<file path="src/rtl/mips_shift_unit.sv">
// mips_shift_unit: multi-cycle SLL/SRL/SRA/ROTR shifter, at most STEP bits per cycle,
// with a start/in_ready and out_valid handshake.
module mips_shift_unit #(
   parameter int WIDTH   = 32,
   parameter int SHAMT_W = 5,
   parameter int STEP    = 4
) (
   input  logic               clk,
   input  logic               reset,
   input  logic               start,
   input  logic [1:0]         mode,
   input  logic [SHAMT_W-1:0] shamt,
   input  logic [WIDTH-1:0]   inData,
   output logic               in_ready,
   output logic               busy,
   output logic               out_valid,
   output logic [WIDTH-1:0]   outData
);
   localparam int KW = SHAMT_W + 1;

   if (WIDTH < 4 || (WIDTH & (WIDTH - 1)) != 0 || (1 << SHAMT_W) != WIDTH ||
       STEP < 1 || STEP > WIDTH || (STEP & (STEP - 1)) != 0) begin : gBadParams
      $error("mips_shift_unit: illegal WIDTH/SHAMT_W/STEP combination");
   end

   typedef enum logic [1:0] {IDLE, SHIFT, DONE} state_t;
   state_t state, nextState;

   logic [WIDTH-1:0]   acc, shifted, fill;
   logic [SHAMT_W-1:0] rem, remNext;
   logic [1:0]         op;
   logic               sign;
   logic [KW-1:0]      k;

   // k is one bit wider than rem so STEP == WIDTH stays representable
   always_comb begin
      k       = ({1'b0, rem} > KW'(STEP)) ? KW'(STEP) : {1'b0, rem};
      remNext = rem - k[SHAMT_W-1:0];
      fill    = sign ? ~({WIDTH{1'b1}} >> k) : '0;
      shifted = (op == 2'b00) ? acc << k :
                (op == 2'b01) ? acc >> k :
                (op == 2'b10) ? (acc >> k) | fill :
                                (acc >> k) | (acc << (KW'(WIDTH) - k));
   end

   always_comb begin
      nextState = (state == IDLE)  ? (start ? ((shamt == '0) ? DONE : SHIFT) : IDLE) :
                  (state == SHIFT) ? ((remNext == '0) ? DONE : SHIFT) : IDLE;
   end

   always_ff @(posedge clk or posedge reset) begin
      if (reset) state <= IDLE;
      else       state <= nextState;
   end

   always_ff @(posedge clk or posedge reset) begin
      if (reset) begin
         acc     <= '0;
         rem     <= '0;
         op      <= '0;
         sign    <= 1'b0;
         outData <= '0;
      end else if (state == IDLE && start) begin
         acc  <= inData;
         rem  <= shamt;
         op   <= mode;
         sign <= inData[WIDTH-1];
         if (shamt == '0) outData <= inData;
      end else if (state == SHIFT) begin
         acc <= shifted;
         rem <= remNext;
         if (remNext == '0) outData <= shifted;
      end
   end

   assign in_ready  = (state == IDLE);
   assign busy      = (state == SHIFT) || (state == DONE);
   assign out_valid = (state == DONE);
endmodule

</file>
<file path="config.mk">
export PLATFORM = sky130hd
export DESIGN_NAME = mips_shift_unit
export DESIGN_NICKNAME = d
export VERILOG_FILES = /design/src/rtl/mips_shift_unit.sv
export SDC_FILE = /design/constraint.sdc
export NUM_CORES = 1
export LEC_CHECK = 0
export ABC_AREA = 1
export BUFFER_PORTS_ARGS = -buffer_cell sky130_fd_sc_hd__buf_2
export CELL_PAD_IN_SITES_DETAIL_PLACEMENT = 1
export CELL_PAD_IN_SITES_GLOBAL_PLACEMENT = 2
export CORE_MARGIN = 2
export CORE_UTILIZATION = 32
export CTS_CLUSTER_SIZE = 20
export DETAILED_ROUTE_END_ITERATION = 6
export PLACE_DENSITY_LB_ADDON = 0.05
export REMOVE_ABC_BUFFERS = 1
export SYNTH_ARGS = -nofsm -noshare
export SYNTH_HDL_FRONTEND = slang
export SYNTH_SLANG_ARGS = --single-unit
export TNS_END_PERCENT = 30
</file>
<file path="constraint.sdc">
create_clock -name clk -period 3.25 [get_ports clk]
set_input_delay 0.1625 -clock clk [delete_from_list [all_inputs] [get_ports clk]]
set_output_delay 0.1625 -clock clk [all_outputs]
set_load 0.02 [all_outputs]
</file>
==> results by group, run 1 <==
Outcome
  • Outcome: complete, no violations

Synth
  • Post-synthesis sequential area ratio: 0.282
  • Post-Synth Adder-Cell Area: 0.0152
  • Area leader, netlist: dfrtp_1
  • Synth Area in Simple Gates: 0.454
  • Yosys top cell area share: 0.282
  • Ys async rst share: 1.00
  • Most frequent cell after synthesis: nand2_1
  • Synth Area in Compound Gates: 0.144
  • Yosys reg bits: 74
  • Cells after Synth: 1,088
  • Top_reg_cell synth: dfrtp_1
  • Top cells by area, synth: dfrtp_1 28%, nand2_1 25%, nand3_1 12%
  • Post-synth EDFFs: 0
  • Share of synthesized area spent on multiplexers: 0.00152
  • Yosys warns: 0
  • Avg Synthesized Cell Area: 6.04 um^2
  • Synth cell count leaders: 429 x nand2_1, 161 x nand3_1, 77 x inv_1, 74 x dfrtp_1, 53 x o21ai_0
  • Post-synth cell types: 42
  • Synth Area in XOR/XNOR: 0.00133
  • Largest family of logic cells by synthesized area: simple AND/OR/NAND/NOR gates
  • Synthesized cell area: 6570 um^2

Cells and area
  • FILL cells: 2,782
  • Fin area: 7480 um^2
  • Layout area overhead: 13.9%
  • ANT cells: 0
  • Multi-input gate area: 4060 um^2
  • Fin nets: 1,195
  • Sequential cell area: 1850 um^2
  • Share of layout cells above drive strength 1: 0.151
  • Final Core Density: 0.371

Die
  • Row count: 52
  • Core box area: 20,200 um^2
  • Die Width: 147 um
  • Height of the die: 147 um
  • Die ar.: 21,700 um^2
  • IO Pins: 77
  • Initial Util: 0.326

Global routing
  • Busiest grt layer: met2
  • Largest net degree at the start of global routing: 48
  • Met2 Use GR: 0.407
  • Grt met1 use: 0.392
  • First-pass GRT wire length: 44.5 mm
  • M3 GR Usage: 0.0447
  • GRT overflow: 0
  • Antenna violations before repair: 0
  • Total track usage: 0.266
  • Vias in the first global route: 7,586

CTS
  • Deepest clock path buffer count: 2
  • CTS Sinks: 74
  • Cts bufs inserted: 9
  • # Post-CTS Setup Buffers: 0
  • Clock Pin Slew Worst Setup and Hold Paths: 0.07 ns
  • Skew-Pair Late Insertion Delay: 0.35 ns
  • Root buffer cell: clkbuf_16
  • H-tree levels: 3
  • TritonCTS clock tree: done

Critical path
  • CP Max Fanout: 16
  • Worst r2r path cells: 14
  • Worst setup EP type: register
  • Crit path capture: outData[29]
  • Setup crit start kind: register
  • Worst EP arrival: 3.16 ns
  • Critical Path RT: 3.54 ns
  • Critical R2R Capture: outData[29]
  • Worst Setup SP: rem[4]
  • Worst R2R Setup Slack: 0.38 ns
  • R2r startpoint: rem[4]
  • WS Path Type: register to register

Timing
  • Maximum clock frequency: 0.348 GHz
  • Worst rel slew slack: 0.509
  • Fin crit share: 0.883
  • Worst Tran Pin Value: 0.735 ns
  • Hold Violations, Final: 0
  • Worst hold slack: 0.0181 ns
  • Setup Skew: 0.00786 ns
  • RSZ-0062 raised after global routing: false
  • Shortest period the worst path allows: 2.87 ns
  • Final slew viol count: 0
  • Setup TNS: 0 ns
  • Finish-stage setup viols: 0

Placement
  • GP Congestion: 0.875
  • IO Port Bufs: 76
  • Placed Area: 7200 um^2
  • Post-detail-place hpwl: 20.6 mm

Min path
  • Worst min path class: input pin to register

Route
  • Vias: 7,601
  • First-pass iteration count of the detailed router: 5
  • Final WL: 28.0 mm
  • Vias per inst: 5.35
  • Drt wl/cell: 19.7 um
  • DR iter-0 viols: 497
  • DRC viols: 0
  • Post-DRT Antenna Nets: 0

Flow run
  • Max Cap Viol: 0
==> layer usage <==
layer | up-vias | part of all wire
li1 | 3673 | -
met1 | 3687 | 0.50
met2 | 213 | 0.44
met3 | 28 | 0.052
met4 | 0 | 0.013
met5 | - | 0
==> stage by stage <==
step           setup WS (ns)  cells
2_1_floorplan          -1.07   1027
3_3_place_gp           0.415   1403
3_5_place_dp           0.344   1403
4_1_cts                0.333   1420
5_1_grt                0.132   1420
6_report               0.380   1420
==> critical path, stage by stage (launching register included) <==
cell	delay [ns]
dfrtp_1	0.46
nor2_8	0.17
buf_4	0.25
nand3_4	0.12
buf_4	0.21
nand2_2	0.26
nand3_2	0.18
nor2_4	0.37
buf_4	0.21
nand3_1	0.09
nand3b_1	0.13
nand2_1	0.06
nand2_1	0.11
nand3_1	0.09
nand2_1	0.07
==> worst min path at each step <==
stage	start	end	slack, ns	cells after the start
after floorplan	shamt[0]	rem[0]	0.28	2
after global placement	reset	outData[20]	0.11	2
after detailed placement	reset	acc[21]	0.11	2
after CTS	mode[0]	op[0]	0.009	3
after global routing	mode[0]	op[0]	0.04	3
final	mode[0]	op[0]	0.02	3
==> sequential cells by signal (all words and copies together) (netlist names) <==
register / count
acc: 32
op: 2
outData: 32
rem: 5
sign: 1
state: 2
==> cell families (layout without fill, tap and decap cells) <==
logic type | Yosys count | count (layout)
DFF | 74 | 74
other | 1 | 1
muxes | 1 | 1
AOI/OAI and AO/OA | 170 | 170
and+or+nand+nor | 682 | 682
xor gates and xnor gates | 1 | 1
buffers and inverters | 151 | 213
adders and majority gates | 8 | 8
==> placed cells by master (no fill, tap or decap), types with 2 or more instances in the layout <==
| master | n |
|---|---|
| clkinvlp_4 | 2 |
| or2_2 | 21 |
| nand4_1 | 13 |
| clkbuf_16 | 9 |
| nor2_8 | 2 |
| o21ai_1 | 47 |
| o22ai_1 | 10 |
| buf_4 | 29 |
| a21boi_1 | 2 |
| nor2_4 | 3 |
| a211oi_1 | 5 |
| a21oi_1 | 27 |
| inv_2 | 11 |
| nand2_1 | 429 |
| a31oi_1 | 6 |
| buf_2 | 76 |
| nand3_1 | 161 |
| o221ai_1 | 2 |
| nand3b_1 | 2 |
| ha_1 | 8 |
| o211ai_1 | 15 |
| nand2_2 | 8 |
| nor3_1 | 4 |
| dfrtp_1 | 74 |
| clkinv_1 | 2 |
| inv_1 | 76 |
| o21ai_0 | 53 |
| clkinv_2 | 3 |
| nor2_1 | 31 |
| nor2_2 | 2 |
==> timing repair <==
item / 4_1_cts / 5_1_grt
gates resized for setup: 0 / 0
hold buffers: 1 / 0
endpoints found under the hold margin: 13 / 0
==> cell type report <==
class	instances	area share
flip-flops and latches	74	0.247
clock inverters	6	0.00568
multi-input cells	863	0.542
well taps	270	0.0451
clock buffers	10	0.0306
inverters	90	0.0453
repair buffers	107	0.0839
Power of run 1 is not shown: default switching activity piles up to over one toggle a cycle in this logic, so the estimate is an artifact.
==> run 2, diff against run 1 <==
--- a/config.mk
+++ b/config.mk
@@ -13,7 +13,7 @@
 export CORE_UTILIZATION = 32
 export CTS_CLUSTER_SIZE = 20
 export DETAILED_ROUTE_END_ITERATION = 6
-export PLACE_DENSITY_LB_ADDON = 0.05
+export PLACE_DENSITY = 0.91
 export REMOVE_ABC_BUFFERS = 1
 export SYNTH_ARGS = -nofsm -noshare
 export SYNTH_HDL_FRONTEND = slang
==> results by group, run 2 (synthesis gave the netlist of run 1 again) <==
Die
  • Initial Util: 0.326
  • Die Width: 147 um
  • Height of the die: 147 um
  • Die ar.: 21,700 um^2
  • IO Pins: 77
  • Core box area: 20,200 um^2
  • Row count: 52

CTS
  • CTS Sinks: 74
  • Skew-Pair Late Insertion Delay: 0.36 ns
  • Cts bufs inserted: 9
  • Clock Pin Slew Worst Setup and Hold Paths: 0.07 ns
  • Deepest clock path buffer count: 2
  • H-tree levels: 3
  • TritonCTS clock tree: done
  • Root buffer cell: clkbuf_16

Min path
  • Worst min path class: input pin to register
  • WHS Path Cells: 3

Placement
  • IO Port Bufs: 76
  • Cell Count Post-Placement: 1,400
  • Post-detail-place hpwl: 19.7 mm
  • GP Congestion: 0.941
  • Post-Place Worst Slack: 0.433 ns

Cells and area
  • Most frequent cells in the layout: 429 x nand2_1, 161 x nand3_1, 76 x inv_1, 76 x buf_2, 74 x dfrtp_1
  • Regs by FF count: acc x32, outData x32, rem x5
  • Fin nets: 1,192
  • Fin cells: 1,417
  • ANT cells: 0
  • Commonest non-fill, non-tap cell in the layout: nand2_1
  • Layout area overhead: 14.0%
  • FILL cells: 2,783
  • Share of layout cells above drive strength 1: 0.150

Timing
  • Shortest period the worst path allows: 2.85 ns
  • Final slew viol count: 0
  • Worst rel slew slack: 0.525
  • Hold Violations, Final: 0
  • Finish-stage setup viols: 0
  • Setup Skew: 0.0112 ns
  • Worst setup margin: 0.396 ns
  • Fin crit share: 0.878
  • Worst Tran Pin Value: 0.711 ns
  • RSZ-0062 raised after global routing: false
  • Maximum clock frequency: 0.350 GHz

Critical path
  • CP Max Fanout: 35
  • Setup crit start kind: register
  • Critical Path RT: 3.54 ns
  • WS Path Type: register to register
  • CP max-delay cell: dfrtp_1
  • Worst setup EP type: register
  • Slowest stage delay, CP: 0.46 ns
  • Cell mode on critical path: nand2_1
  • Crit-path cells: nor2_8, nand2_8, buf_4, nand2_2, ha_1, inv_1, nand2_2, inv_2, o21ai_1, nand2_1, nand2_1, nor3_2, nand2_1, nand2_2, buf_4, nand3_1, nand2_1
  • Worst r2r path cells: 17
  • Worst EP arrival: 3.14 ns

Outcome
  • Outcome: complete, no violations

Route
  • Vias per inst: 5.39
  • Drt wl/cell: 19.2 um
  • DR iter-0 viols: 764
  • Vias: 7,638
  • First-pass iteration count of the detailed router: 5
  • DRC viols: 0
  • Final WL: 27.2 mm
  • Post-DRT Antenna Nets: 0

Global routing
  • Largest net degree at the start of global routing: 48
  • Antenna violations before repair: 0
  • First-pass GRT wire length: 44.0 mm
  • GRT overflow: 0
  • Total track usage: 0.259
  • Vias in the first global route: 7,815

Flow run
  • Max Cap Viol: 0
run 2: area by class of cell:
class / count / area (um^2) / area share
clock buffer: 10 / 239 / 0.0319
timing repair buffer: 104 / 593 / 0.0792
clock inverter: 6 / 72.6 / 0.00969
sequential: 74 / 1850 / 0.247
inverter: 90 / 339 / 0.0453
tap: 270 / 338 / 0.0451
multi-input combinational: 863 / 4060 / 0.542
run 2: what timing repair did:
action	in CTS	in global routing
setup buffers	0	0
endpoints found under the hold margin	17	0
gates resized for setup	0	0
hold buffers	1	0
run 2: metrics by stage:
stage                     TNS, ns  cell area (um^2)   util  hold slack, ns
after floorplan            -47.20              6240      -           0.280
after global placement          0              7170  0.355           0.143
after detailed placement        0              7170  0.355           0.147
after CTS                       0              7490  0.371          0.0210
after global routing            0              7490  0.371          0.0342
final                           0              7490  0.371          0.0198
run 2: path summary, 6_finish.rpt:
check                              endpoint  slack [ns]  startpoint
worst max-delay path            outData[22]        0.40      rem[4]
worst min-delay path                  op[0]        0.02     mode[0]
worst max register to register  outData[22]        0.40      rem[4]
worst min register to register   outData[2]        0.47  outData[2]
max in group asynchronous        outData[1]        2.16       reset
min in group asynchronous       outData[19]        0.32       reset
run 2: worst max-delay path, delay by kind of cell, from the launching register on:
kind	cells	cell delay (ns)
simple gates	11	1.10
buf+inv	4	0.92
flops	1	0.46
fa+ha+maj	1	0.22
compound gates	1	0.05
run 2: layer usage:
metal  global-route usage  share of wire  vias up
li1                     -              -     3668
met4               0.0832          0.027        0
met3               0.0382          0.057       50
met1                0.368           0.47     3658
met5                    0              0        -
met2                0.403           0.44      262
Power of run 2 is left out for the same reason.
